## config.mk

```make
export PLATFORM = sky130hd
export DESIGN_NAME = intr_ctrl
export DESIGN_NICKNAME = d
export VERILOG_FILES = /design/src/rtl/intr_ctrl.sv
export SDC_FILE = /design/constraint.sdc
export NUM_CORES = 1
export LEC_CHECK = 0
export CAP_MARGIN = 30
export CORE_MARGIN = 4
export CORE_UTILIZATION = 44
export DETAILED_ROUTE_END_ITERATION = 8
export PLACE_DENSITY_LB_ADDON = 0.15
export SLEW_MARGIN = 30
export SYNTH_ARGS = -nofsm -noshare
export SYNTH_HDL_FRONTEND = slang
export SYNTH_SLANG_ARGS = --single-unit
```

## constraint.sdc

```tcl
create_clock -name clk -period 3.8 [get_ports clk]
set_input_delay 1.14 -clock clk [delete_from_list [all_inputs] [get_ports clk]]
set_output_delay 1.14 -clock clk [all_outputs]
set_load 0.02 [all_outputs]
```

## src/rtl/intr_ctrl.sv

```systemverilog
`default_nettype none
// +----------------------------------------------------------------------------+
// | Module   : intr_ctrl                                                       |
// | Brief    : Nesting priority interrupt controller. It has an edge-latched    |
// |            pending set, an enable mask and an in-service LIFO stack.        |
// |            Optional INTR_SYNC_EN adds a two-flop input synchronizer.       |
// | Revision : 1.0 - initial release                                           |
// +----------------------------------------------------------------------------+
module intr_ctrl #(
  parameter int unsigned N_SRC      = 8,
  parameter int unsigned ADDR_W     = 10,
  parameter int unsigned VEC_BASE   = 'h010,
  parameter int unsigned VEC_STRIDE = 4,
  parameter int unsigned NEST_DEPTH = 4
) (
  input  logic                     clk,
  input  logic                     reset,
  input  logic [N_SRC-1:0]         irq_in,
  input  logic                     mask_we,
  input  logic [N_SRC-1:0]         mask_din,
  output logic [N_SRC-1:0]         mask_q,
  output logic                     int_req,
  output logic [$clog2(N_SRC)-1:0] int_id,
  output logic [ADDR_W-1:0]        int_vec,
  input  logic                     int_ack,
  input  logic                     int_ret,
  output logic [N_SRC-1:0]         pending_q,
  output logic [3:0]               nest_level,
  output logic                     err
);

  localparam int unsigned c_ID_W   = $clog2(N_SRC);
  localparam int unsigned c_PTR_W  = (NEST_DEPTH > 1) ? $clog2(NEST_DEPTH) : 1;
  localparam int unsigned c_STK_SZ = 1 << c_PTR_W;
  localparam logic [3:0]  c_DEPTH  = 4'(NEST_DEPTH);

  logic [N_SRC-1:0]  w_irq;
  logic [N_SRC-1:0]  r_irq_prev;
  logic [N_SRC-1:0]  r_pending;
  logic [N_SRC-1:0]  r_mask;
  logic [c_ID_W-1:0] r_stack [c_STK_SZ];
  logic [3:0]        r_level;
  logic              r_err;

  logic [N_SRC-1:0]   w_edge;
  logic [N_SRC-1:0]   w_ack_clr;
  logic [c_ID_W-1:0]  w_cand;
  logic               w_cand_vld;
  logic [c_ID_W-1:0]  w_top;
  logic [c_PTR_W-1:0] w_top_ptr;
  logic [c_PTR_W-1:0] w_push_ptr;
  logic               w_eligible;

`ifdef INTR_SYNC_EN
  logic [N_SRC-1:0] r_sync1;
  logic [N_SRC-1:0] r_sync2;

  always_ff @(posedge clk or posedge reset) begin
    if (reset) begin
      r_sync1 <= '0;
      r_sync2 <= '0;
    end else begin
      r_sync1 <= irq_in;
      r_sync2 <= r_sync1;
    end
  end

  assign w_irq = r_sync2;
`else
  assign w_irq = irq_in;
`endif

  assign w_edge = w_irq & ~r_irq_prev;

  // Lowest index wins, so scan downwards and let later hits override.
  always_comb begin
    w_cand     = '0;
    w_cand_vld = 1'b0;
    for (int i = N_SRC - 1; i >= 0; i--) begin
      if (r_pending[i] && r_mask[i]) begin
        w_cand     = c_ID_W'(i);
        w_cand_vld = 1'b1;
      end
    end
  end

  assign w_top_ptr  = c_PTR_W'(r_level - 4'd1);
  assign w_push_ptr = r_level[c_PTR_W-1:0];
  assign w_top      = r_stack[w_top_ptr];
  assign w_eligible = w_cand_vld && (r_level != c_DEPTH) &&
                      ((r_level == 4'd0) || (w_cand < w_top));

  assign int_req    = w_eligible;
  assign int_id     = w_eligible ? w_cand : '0;
  assign int_vec    = ADDR_W'(VEC_BASE) + ADDR_W'(VEC_STRIDE) * ADDR_W'(int_id);
  assign w_ack_clr  = (int_ack && int_req) ? (N_SRC'(1) << int_id) : '0;

  assign mask_q     = r_mask;
  assign pending_q  = r_pending;
  assign nest_level = r_level;
  assign err        = r_err;

  always_ff @(posedge clk or posedge reset) begin
    if (reset) begin
      r_irq_prev <= '0;
      r_pending  <= '0;
      r_mask     <= '1;
      r_level    <= '0;
      r_err      <= 1'b0;
      for (int i = 0; i < c_STK_SZ; i++) begin
        r_stack[i] <= '0;
      end
    end else begin
      r_irq_prev <= w_irq;
      // A fresh edge in the ack cycle outranks the clear.
      r_pending  <= (r_pending & ~w_ack_clr) | w_edge;
      if (mask_we) begin
        r_mask <= mask_din;
      end
      if (int_ack) begin
        if (int_req) begin
          r_stack[w_push_ptr] <= int_id;
          r_level             <= r_level + 4'd1;
        end else begin
          r_err <= 1'b1;
        end
        if (int_ret) begin
          r_err <= 1'b1;
        end
      end else if (int_ret) begin
        if (r_level == 4'd0) begin
          r_err <= 1'b1;
        end else begin
          r_level <= r_level - 4'd1;
        end
      end
    end
  end

endmodule
`default_nettype wire
```

==> results.md <==
* Status: finished, final reports clean
* Drc violations at 0
* Worst Setup End Kind: output pin
* WS Path Type: reg2out
* Register area share after synthesis at 46.62%
* Hold-fix buffers, CTS at 0
* Fraction of layout cells with a size suffix above 1 at 33.57%
* Synth top area share at 37.16%
* Area of the mapped netlist at 0.002222 mm²
* Clk_lat worst skew at 300 ps
* Final WL at 5238 µm
* Top cell by count, worst path: o21a_1
* Crit Reg-Reg Startpoint: mask_q[5]$_DFFE_PP1P_
* Area grow syn2layout at 41.44%
* Initial Util at 46.13%
* Worst slew pin tran at 741.7 ps
* Placement Rows at 25
* CP max stage cell: dfstp_2
* Die area at 0.006251 mm²
* FF-to-FF path depth at 12
* Pin count of the biggest net entering global routing at 37
* HP Start: r_irq_prev[7]$_DFF_PP0_
* Clock-pin slew of the registers on the worst-case setup and hold paths at 80 ps
* CP Max Fanout at 4
* Clock Skews at 7.863 ps
* Total GRT Usage at 18.44%
* Pwr Total at 2831 µW
* Max-slew headroom at 50.47%
* Drt initial violations at 88
* Routed via count at 1773
* Tmin final at 3722 ps
* Top FF cell, synth: dfrtp_1
* Layout net count at 312
* RD Place Congestion at 0.8174
* Via/cell ratio at 5.023
* Routed length per instance at 14.84 µm
* Clk buf depth at 2
* Hold-critical path depth at 1
* Grt ovf at 0
* Max Slew Vio Count at 0
* Syn avg cell area at 10.95 µm²
* Synth async-reset ratio at 100.0%
* Power Density at 900.6 mW/mm²
* DP Wirelength at 3999 µm
* Most common cell in the netlist: dfrtp_1
* TritonCTS Sinks at 41
* Pre-antenna DRT Iters at 4
* Synth warn at 0
* Crit-path cells: a22oi_2, a222oi_1, a211oi_2, ha_1, o21a_1, o21a_1, a21oi_2, o21ai_2, buf_4, nor2_4, buf_6
* Post-synth cell types at 50
* Clock root buffer: clkbuf_8
* Core footprint at 0.004817 mm²
* CP max stage delay at 540 ps
* # setup viols final at 0
* WP data required at 2660 ps
* N_diodes at 0
* DRT antenna net count at 0
* First-pass GRT wire length at 8997 µm
* RSZ-0062 raised after global routing: yes
* Endpoints failing hold at 0
* Critical path arrival at 2580 ps
* Post-Syn Instances at 203
* Peak VDD IR at 0.4107 mV
* CTS tree: built
* Post-synth EDFFs at 0
* CTS HTree Levels at 2
* Worst setup SP type: flop
* I/O Buffers at 49
* Top cells by count, synth: dfrtp_1, inv_1, a21oi_1, o21ai_0
* P_leak at 0.001386 µW
* Reg2Reg Setup Slack at 1100 ps
* Setup TNS at 0 ps
* Boundary pin count at 56
* Tcrit/Tclk final at 97.94%
* Max_cap viols at 0
* Yosys reg bits at 41
* Hold Path Class: reg2reg
* Critical R2R Capture: pending_q[0]$_DFF_PP0_
* Die Width at 79.07 µm
* WHS Endpoint: pending_q[7]$_DFF_PP0_
* Vias in the first global route at 1861
* Synth top area cells: dfrtp_1, dfstp_2, mux2_2
* Max Fclk at 268.7 MHz
* Die H at 79.07 µm
* Inserted Clock Buffers at 5
* Cell taking the most area after synthesis: dfrtp_1
* Antenna violations before repair at 0
-- layout by cell type (no fill, tap or decap), drive strengths merged, types with 3 or more instances in the layout --
cell,netlist,final
dfrtp,33,33
nor3,4,4
clkbuf,1,6
o21ai,24,24
nor2,9,9
nand2b,7,7
nand2,10,10
a22o,4,4
a21oi,15,15
mux2,14,14
clkdlybuf4s50,0,41
dfstp,8,8
o21a,3,3
mux4,3,3
conb,1,6
inv,21,21
buf,11,41
ha,6,6
-- timing repair --
item | 4_1_cts | 5_1_grt
pin swaps | 0 | 1
gates cloned | 0 | 0
gates resized for setup | 34 | 17
setup endpoints to repair | 8 | 8
setup buffers | 1 | 2
-- report_power, final --
| group | leakage [µW] | total, µW | switching (µW) | internal (µW) |
|---|---|---|---|---|
| registers | 0.000456 | 643 | 85.5 | 558 |
| clock network | 0.0000574 | 369 | 155 | 214 |
| logic | 0.000873 | 1820 | 886 | 933 |
| total | 0.00139 | 2830 | 1130 | 1700 |
-- critical path: cells and delay by family, from the launching register on --
family / cells / cell delay (ps)
compound gates: 7 / 1070
flops: 1 / 540
fa+ha+maj: 1 / 300
buf+inv: 2 / 290
simple gates: 1 / 100
-- registers in the layout, indices dropped and copies added (netlist names) --
register	cells
err	1
nest_level	4
pending_q	8
r_stack	12
mask_q	8
r_irq_prev	8
-- cell type report --
type | instances | area, µm²
Sequential cell | 41 | 1037
Fill cell | 400 | 1674
Clock inverter | 2 | 37.54
Tap cell | 67 | 83.83
Multi-Input combinational cell | 134 | 1080
Clock buffer | 6 | 82.58
Inverter | 21 | 81.33
Timing Repair Buffer | 82 | 740.7
-- metrics by stage --
stage / util (%) / std cells / setup slack [ps] / instance area [µm²] / hold WS, ps
detailed placement: 61.84 / 342 / -137.3 / 2979 / 408.9
global placement: 61.84 / 342 / -86.68 / 2979 / 400.5
CTS: 63.79 / 351 / 14.10 / 3073 / 420.2
floorplan: - / 208 / 6.199 / 2263 / 391.9
global route: 65.25 / 353 / -75.79 / 3143 / 437.2
finish: 65.25 / 353 / 78.33 / 3143 / 414.8
-- routing by layer --
| metal | wire length (µm) | global-route usage [%] |
|---|---|---|
| met5 | 0 | 0 |
| met4 | 57 | 4.639 |
| met3 | 216 | 3.968 |
| met2 | 2647 | 32.58 |
| met1 | 2317 | 22.83 |
-- how the worst max path moves through the flow --
stage                                   start    endpoint  slack, ps
floorplan               mask_q[7]$_DFFE_PP1P_  int_vec[5]          6
global placement    nest_level[0]$_DFFE_PP0P_   int_id[0]        -90
detailed placement  nest_level[0]$_DFFE_PP0P_  int_vec[2]       -140
CTS                 nest_level[0]$_DFFE_PP0P_  int_vec[2]         10
global route            mask_q[5]$_DFFE_PP1P_  int_vec[4]        -80
finish                  mask_q[5]$_DFFE_PP1P_   int_id[0]         80
-- logic make-up after synthesis --
group | count (synthesis) | share of synthesized area [%]
AO/OA/AOI/OAI | 59 | 18.47
adder cells (fa/ha/maj) | 6 | 3.378
multiplexers | 18 | 11.94
buffers and inverters | 33 | 7.319
flip-flops | 41 | 46.62
XOR/XNOR | 2 | 0.7884
AND/OR/NAND/NOR | 43 | 11.32
other | 1 | 0.1688
(Power assumes the default switching activity.)
